<file path="src/rtl/sram_like_arbiter.sv">
// Two-to-one SRAM-like arbiter: instruction fetch and data access share one master port.
// Data has priority; a starvation counter guarantees instruction fetch makes progress.
module sram_like_arbiter #(
    parameter int unsigned STARVE_LIMIT = 4
) (
    input  logic        clk,
    input  logic        rst,
    input  logic        inst_req,
    input  logic        inst_wr,
    input  logic [1:0]  inst_size,
    input  logic [31:0] inst_addr,
    input  logic [31:0] inst_wdata,
    output logic [31:0] inst_rdata,
    output logic        inst_addr_ok,
    output logic        inst_data_ok,
    input  logic        data_req,
    input  logic        data_wr,
    input  logic [1:0]  data_size,
    input  logic [3:0]  data_wen,
    input  logic [31:0] data_addr,
    input  logic [31:0] data_wdata,
    output logic [31:0] data_rdata,
    output logic        data_addr_ok,
    output logic        data_data_ok,
    output logic        m_req,
    output logic        m_wr,
    output logic [1:0]  m_size,
    output logic [3:0]  m_wen,
    output logic [31:0] m_addr,
    output logic [31:0] m_wdata,
    input  logic [31:0] m_rdata,
    input  logic        m_addr_ok,
    input  logic        m_data_ok,
    output logic        busy
);

    localparam int unsigned CNT_W = 4;
    localparam logic [CNT_W-1:0] LIMIT = CNT_W'(STARVE_LIMIT);

    typedef enum logic [1:0] {
        IDLE = 2'd0,
        ADDR = 2'd1,
        DATA = 2'd2
    } state_t;

    state_t             state;
    logic               gnt;        // 0 = inst owns the port, 1 = data
    logic [CNT_W-1:0]   starve_cnt;

    logic arb_point;
    logic pick_data;
    logic pick_inst;
    logic owner_req;
    logic in_addr;
    logic in_data;

    assign arb_point = (state == IDLE) || ((state == DATA) && m_data_ok);
    assign pick_data = data_req && (!inst_req || (starve_cnt < LIMIT));
    assign pick_inst = !pick_data && inst_req;
    assign owner_req = gnt ? data_req : inst_req;

    // State, owner and starvation tracking
    always_ff @(posedge clk) begin
        if (rst) begin
            state      <= IDLE;
            gnt        <= 1'b0;
            starve_cnt <= '0;
        end else begin
            case (state)
                IDLE, DATA: begin
                    if (arb_point) begin
                        if (pick_data) begin
                            gnt   <= 1'b1;
                            state <= ADDR;
                        end else if (pick_inst) begin
                            gnt   <= 1'b0;
                            state <= ADDR;
                        end else begin
                            state <= IDLE;
                        end
                        if (!inst_req || pick_inst) begin
                            starve_cnt <= '0;
                        end else if (pick_data && (starve_cnt < LIMIT)) begin
                            starve_cnt <= starve_cnt + CNT_W'(1);
                        end
                    end
                end
                ADDR: begin
                    // An owner that drops req before acceptance forfeits the slot
                    if (!owner_req) begin
                        state <= IDLE;
                    end else if (m_addr_ok) begin
                        state <= DATA;
                    end
                end
                default: state <= IDLE;
            endcase
        end
    end

    // Handshakes are forced low while reset is held, even before the state clears
    assign in_addr = !rst && (state == ADDR);
    assign in_data = !rst && (state == DATA);

    assign m_req   = in_addr && owner_req;
    assign m_wr    = gnt ? data_wr    : inst_wr;
    assign m_size  = gnt ? data_size  : inst_size;
    assign m_addr  = gnt ? data_addr  : inst_addr;
    assign m_wdata = gnt ? data_wdata : inst_wdata;
    assign m_wen   = !in_addr ? 4'b0000 : (gnt ? data_wen : {4{inst_wr}});

    assign inst_addr_ok = m_req && !gnt && m_addr_ok;
    assign data_addr_ok = m_req &&  gnt && m_addr_ok;
    assign inst_data_ok = in_data && !gnt && m_data_ok;
    assign data_data_ok = in_data &&  gnt && m_data_ok;

    assign inst_rdata = m_rdata;
    assign data_rdata = m_rdata;
    assign busy       = !rst && (state != IDLE);

endmodule

</file>
<file path="config.mk">
export PLATFORM = sky130hd
export DESIGN_NAME = sram_like_arbiter
export DESIGN_NICKNAME = d
export VERILOG_FILES = /design/src/rtl/sram_like_arbiter.sv
export SDC_FILE = /design/constraint.sdc
export NUM_CORES = 1
export LEC_CHECK = 0
export ABC_AREA = 1
export CORE_AREA = 3 3 121 123
export DETAILED_ROUTE_END_ITERATION = 16
export DIE_AREA = 0 0 124 126
export HOLD_SLACK_MARGIN = 0.05
export SLEW_MARGIN = 30
export SYNTH_ARGS = -nofsm -noshare
export SYNTH_HDL_FRONTEND = slang
export SYNTH_SLANG_ARGS = --single-unit
</file>
<file path="constraint.sdc">
create_clock -name clk -period 1.8 [get_ports clk]
set_input_delay 0.54 -clock clk [delete_from_list [all_inputs] [get_ports clk]]
set_output_delay 0.54 -clock clk [all_outputs]
set_load 0.01 [all_outputs]
</file>
* After elaboration in Yosys (flattened, before gate mapping)
Cells that the tools add are included.
** Word-level totals
- Register bits after elaboration :: 7
- Bits in latches :: 0
- Memory bits (writable) :: 0
- Memory bits (read-only) :: 0
- Output and inout bits :: 141
- Logic and storage cells :: 57
- Memories kept :: 0
** Operators by class
- $add $sub $neg :: 1
- Multiply operators :: 0
- Div/mod/pow operators :: 0
- Order comparisons :: 1
- Equality and inequality tests :: 4
- Shift-type cells :: 0
- Mux-type cells :: 17
- Bitwise operators :: 0
- Reduce and logical (&&, ||, !) cells :: 31
** Operators with widths (count)
- $mux W32 :: 2
- $logic_and A1 B1 Y1 :: 16
- $mux W4 :: 4
- $mux W2 :: 4
- $mux W1 :: 6
- $reduce_and A3 Y1 :: 2
- $reduce_bool A2 Y1 :: 3
- $add A4 B1 Y4 const B :: 1
- $logic_not A1 Y1 :: 4
- $lt A4 B3 Y1 const B :: 1
- $pmux W2 S2 :: 1
- $logic_or A1 B1 Y1 :: 3
- $ne A3 B3 Y1 const B :: 1
- $eq A2 B1 Y1 const B :: 1
- $eq A2 B2 Y1 const B :: 1
- $logic_not A2 Y1 :: 1
- $ne A2 B2 Y1 const B :: 1
- $reduce_and A2 Y1 :: 1
- $reduce_or A2 Y1 :: 1

* Logic depth before layout (Yosys ltp)
- Depth after elaboration :: 9
- Gate-level depth with buffers :: 7

* Worst setup path before layout
No wires, ideal clock.
- Path type :: input to output
- From :: in rst
- To :: out data_addr_ok
- Data arrival time :: 1186 ps
- Required time :: 1260 ps
- Slack :: 74 ps
- Cell stages on the path :: 4
- Cell sequence :: clkbuf_1 > nor3_2 > nand3_1 > nor2_1
** Between the ends
- Longest elaborated chain between the ends :: 5
** Ends and longest elaborated chain
- start, declared :: RTL line 7 : input logic rst,
- $logic_not A1 Y1 :: RTL line 102 : assign in_addr = !rst && (state == ADDR);
- $logic_and A1 B1 Y1 :: RTL line 102
- $logic_and A1 B1 Y1 :: RTL line 105 : assign m_req = in_addr && owner_req;
- $logic_and A1 B1 Y1 (2 in a row) :: RTL line 113 : assign data_addr_ok = m_req && gnt && m_addr_ok;
- end, declared :: RTL line 23 : output logic data_addr_ok,
Every way passes these cells.

* Final worst setup path
- From :: in data_addr[29]
- To :: out m_addr[29]
** Between the ends
- Longest elaborated chain between the ends :: 1
** Ends and longest elaborated chain
- start, declared :: RTL line 20 : input logic [31:0] data_addr,
- $mux W32 :: RTL line 108 : assign m_addr = gnt ? data_addr : inst_addr;
- end, declared :: RTL line 29 : output logic [31:0] m_addr,
Every way passes these cells.

==> impl_metrics.tcl <==
set metrics [dict create \
    status "complete, no violations" \
    post-route-min-period_ns 1.79 \
    cp_max_fo 1 \
    cp_slowest_stage_delay_ns 0.46 \
    required_ns 1.26 \
    syn-mean-instance-area_sq_um 5.05 \
    antenna_found_initial 0 \
    postCtsHoldBufs 0 \
    r2r_slack_ns 0.61 \
    synth-compound-area-share_pct 4.48 \
    clk_latency_ns 0.23 \
    syn-instance-count 354 \
    drtIter0Drc 65 \
    tightest_slew_ns 0.225 \
    yosys_warnings 0 \
    yosys-top-cells-area "nand2_1 (45%), buf_4 (30%), dfxtp_1 (7.8%)" \
    grt_overflow 0 \
    synth_mux_area_share_pct 0 \
    hold_violations 0 \
    finalWirelength_microns 8420 \
    synthXorXnorAreaFrac_pct 0 \
    r2r_start "gnt" \
    fin_hold_ws_ns 0.456 \
    seq_power_share_pct 10.7 \
    post-route-period-util_pct 99.2 \
    preCtsSetupSlack_ns -0.711 \
    area_growth_pct 117 \
    rsz0062_at_grt "true" \
    yosysMostFrequentCell "nand2_1" \
    synthAdderAreaFrac_pct 0.700 \
    fin_skew_ns 0.000694 \
    grt_pass1_wl_microns 11400 \
    wire_per_inst_microns 11.9 \
    ant_nets 0 \
    yosysTopAreaCell "nand2_1" \
    port_buffers 220 \
    drc 0 \
    die_area_sq_mm 0.0156 \
    synth_top_area_share_pct 45.2 \
    arrival_ns 1.25 \
    worst_slack_ns 0.0137 \
    synth_edf_count 0 \
    crit_chain "clkdlybuf4s50_1 -> nand2_1 -> nand2_1 -> buf_2" \
    dr.pass1.iters 4 \
    yosys_most_used_dff "dfxtp_1" \
    synthSimpleGateAreaFrac_pct 51.9 \
    root_buffer "clkbuf_16" \
    crit_slowest_cell "clkdlybuf4s50_1" \
    maxCapViolCount 0 \
    final.setup.tns_ns 0 \
    p_leak_uw 0.00229 \
    via_count 2569 \
    viasPerCell 3.63 \
    num_rows 43 \
    slew_headroom_pct 84.9 \
    holdCritPathClass "reg -> reg" \
    drive_gt1_share_pct 26.3 \
    grt_pass1_vias 2268 \
    rr_endpoint "state[1]" \
    n_antenna_cell 0 \
    nets 706 \
    endpoint "m_addr[29]" \
    htree_levels 1 \
    ios 317 \
    clock_path_buffers 2 \
    setup_viol 0 \
    syn-num-nets 531 \
    synth_common_cells "nand2_1 (215), buf_4 (71), nor2_1 (12)" \
    internal-power_uw 1070 \
    fmax_ghz 0.560 \
    yosysUniqueCellTypes 20 \
    dieWidth_microns 124 \
    synth-seq-cells 7 \
    yosysSeqAreaShare_pct 7.84 \
    cp-start-kind "primary input" \
    power.density_mw_per_mm2 429 \
    grt_max_degree 35 \
    core_sq_mm 0.0138 \
    hpwlAfterDp_microns 6650 \
    path_common_cell "nand2_1" \
    worstSetupPathType "in -> out" \
    cp-end-kind "output pin" \
    die_h_microns 126 \
    p_clk_share_pct 22.8 \
    maxSlewViolCount 0 \
    grt_usage_pct 8.94 \
    synth_top_family_by_area "simple AND/OR/NAND/NOR gates" \
    vdd_ir_drop_max_uv 809 \
    switchingPower_uw 588 \
    reg2reg_depth 8 \
    netlist_area_sq_mm 0.00179 \
    p_comb_share_pct 66.4 \
    final_util_pct 28.1 \
    async_flop_share_pct 0 \
    path_clk_slew_ns 0.04 \
    gp_congestion 0.782 \
    cts_tree "built" \
    sw_frac_of_total_pct 35.3 \
    initial_core_util_pct 13.0 \
    worstSetupStartpoint "data_addr[29]" \
    cts_buffers 3 \
    numClockSinks 7 \
]
-- timing repair --
item                                    4_1_cts  5_1_grt
pin swaps                                    18       52
endpoints found under the setup margin       77       57
buffers inserted                              0        2
gates resized for setup                     339       70
cloned                                        0        2
-- cell usage in the layout (no fill, tap or decap), drive strengths merged --
cell           synthesis  routed
o21ai                  4       4
ha                     1       1
dlygate4sd2            0      13
nand4                  1       1
inv                   12      12
or2                    1       1
nand3b                 1       1
clkdlybuf4s50          0      89
dlymetal6s2s           0      37
nor3                   5       5
nand3                  5       5
clkdlybuf4s15          0       1
nand2                215     215
buf                   80     107
nor2                  12      12
clkbuf                 1       8
dfxtp                  7       7
a21oi                  9       9
-- how the worst min path moves through the flow --
stage | start | to | slack (ns) | cells past startpoint
2_1_floorplan | starve_cnt[3] | starve_cnt[3] | 0.43 | 2
3_3_place_gp | starve_cnt[3] | starve_cnt[3] | 0.45 | 2
3_5_place_dp | starve_cnt[3] | starve_cnt[3] | 0.45 | 2
4_1_cts | starve_cnt[3] | starve_cnt[3] | 0.46 | 2
5_1_grt | starve_cnt[3] | starve_cnt[3] | 0.49 | 2
6_report | starve_cnt[3] | starve_cnt[3] | 0.46 | 2
-- routing by layer --
metal,track usage [%],up-vias,wire length [microns]
met3,3.50,27,991
met1,9.83,1047,3210
met4,2.45,0,178
met2,15.8,147,4040
li1,-,1348,-
met5,0,-,0
-- registers in the layout, summed over array words and instances, names as in the netlist --
register	count
state	2
starve_cnt	4
gnt	1
-- metrics by stage --
step / instance area, sq um / total power (uW) / std cells
floorplan: 1790 / 729 / 354
global placement: 3900 / 1400 / 700
detailed placement: 3900 / 1400 / 700
CTS: 3610 / 1610 / 704
global route: 3870 / 1790 / 708
finish: 3870 / 1660 / 708
-- area by class of cell --
| class | instances | area (sq um) |
|---|---|---|
| tap | 180 | 225 |
| fill | 1550 | 9900 |
| sequential | 7 | 144 |
| clock buffer | 4 | 78.8 |
| inverter | 12 | 52.6 |
| multi-input combinational | 254 | 1080 |
| timing repair buffer | 251 | 2300 |
-- cell families after synthesis --
kind of cell	Yosys count
simple gates	240
buf+inv	93
compound gates	13
flops	7
fa+ha+maj	1
-- critical path, delay by kind of cell --
family | cells | cell delay, ns
AND/OR/NAND/NOR | 2 | 0.13
buffers and inverters | 2 | 0.58
-- power by group through the flow --
| stage | Clock (uW) | Sequential [uW] | Combinational (uW) |
|---|---|---|---|
| global placement | 0 | 178 | 1220 |
| detailed placement | 0 | 178 | 1220 |
| finish | 380 | 179 | 1100 |
| CTS | 388 | 176 | 1040 |
| global route | 395 | 180 | 1210 |
| floorplan | 0 | 174 | 555 |
(Power assumes the default switching activity.)
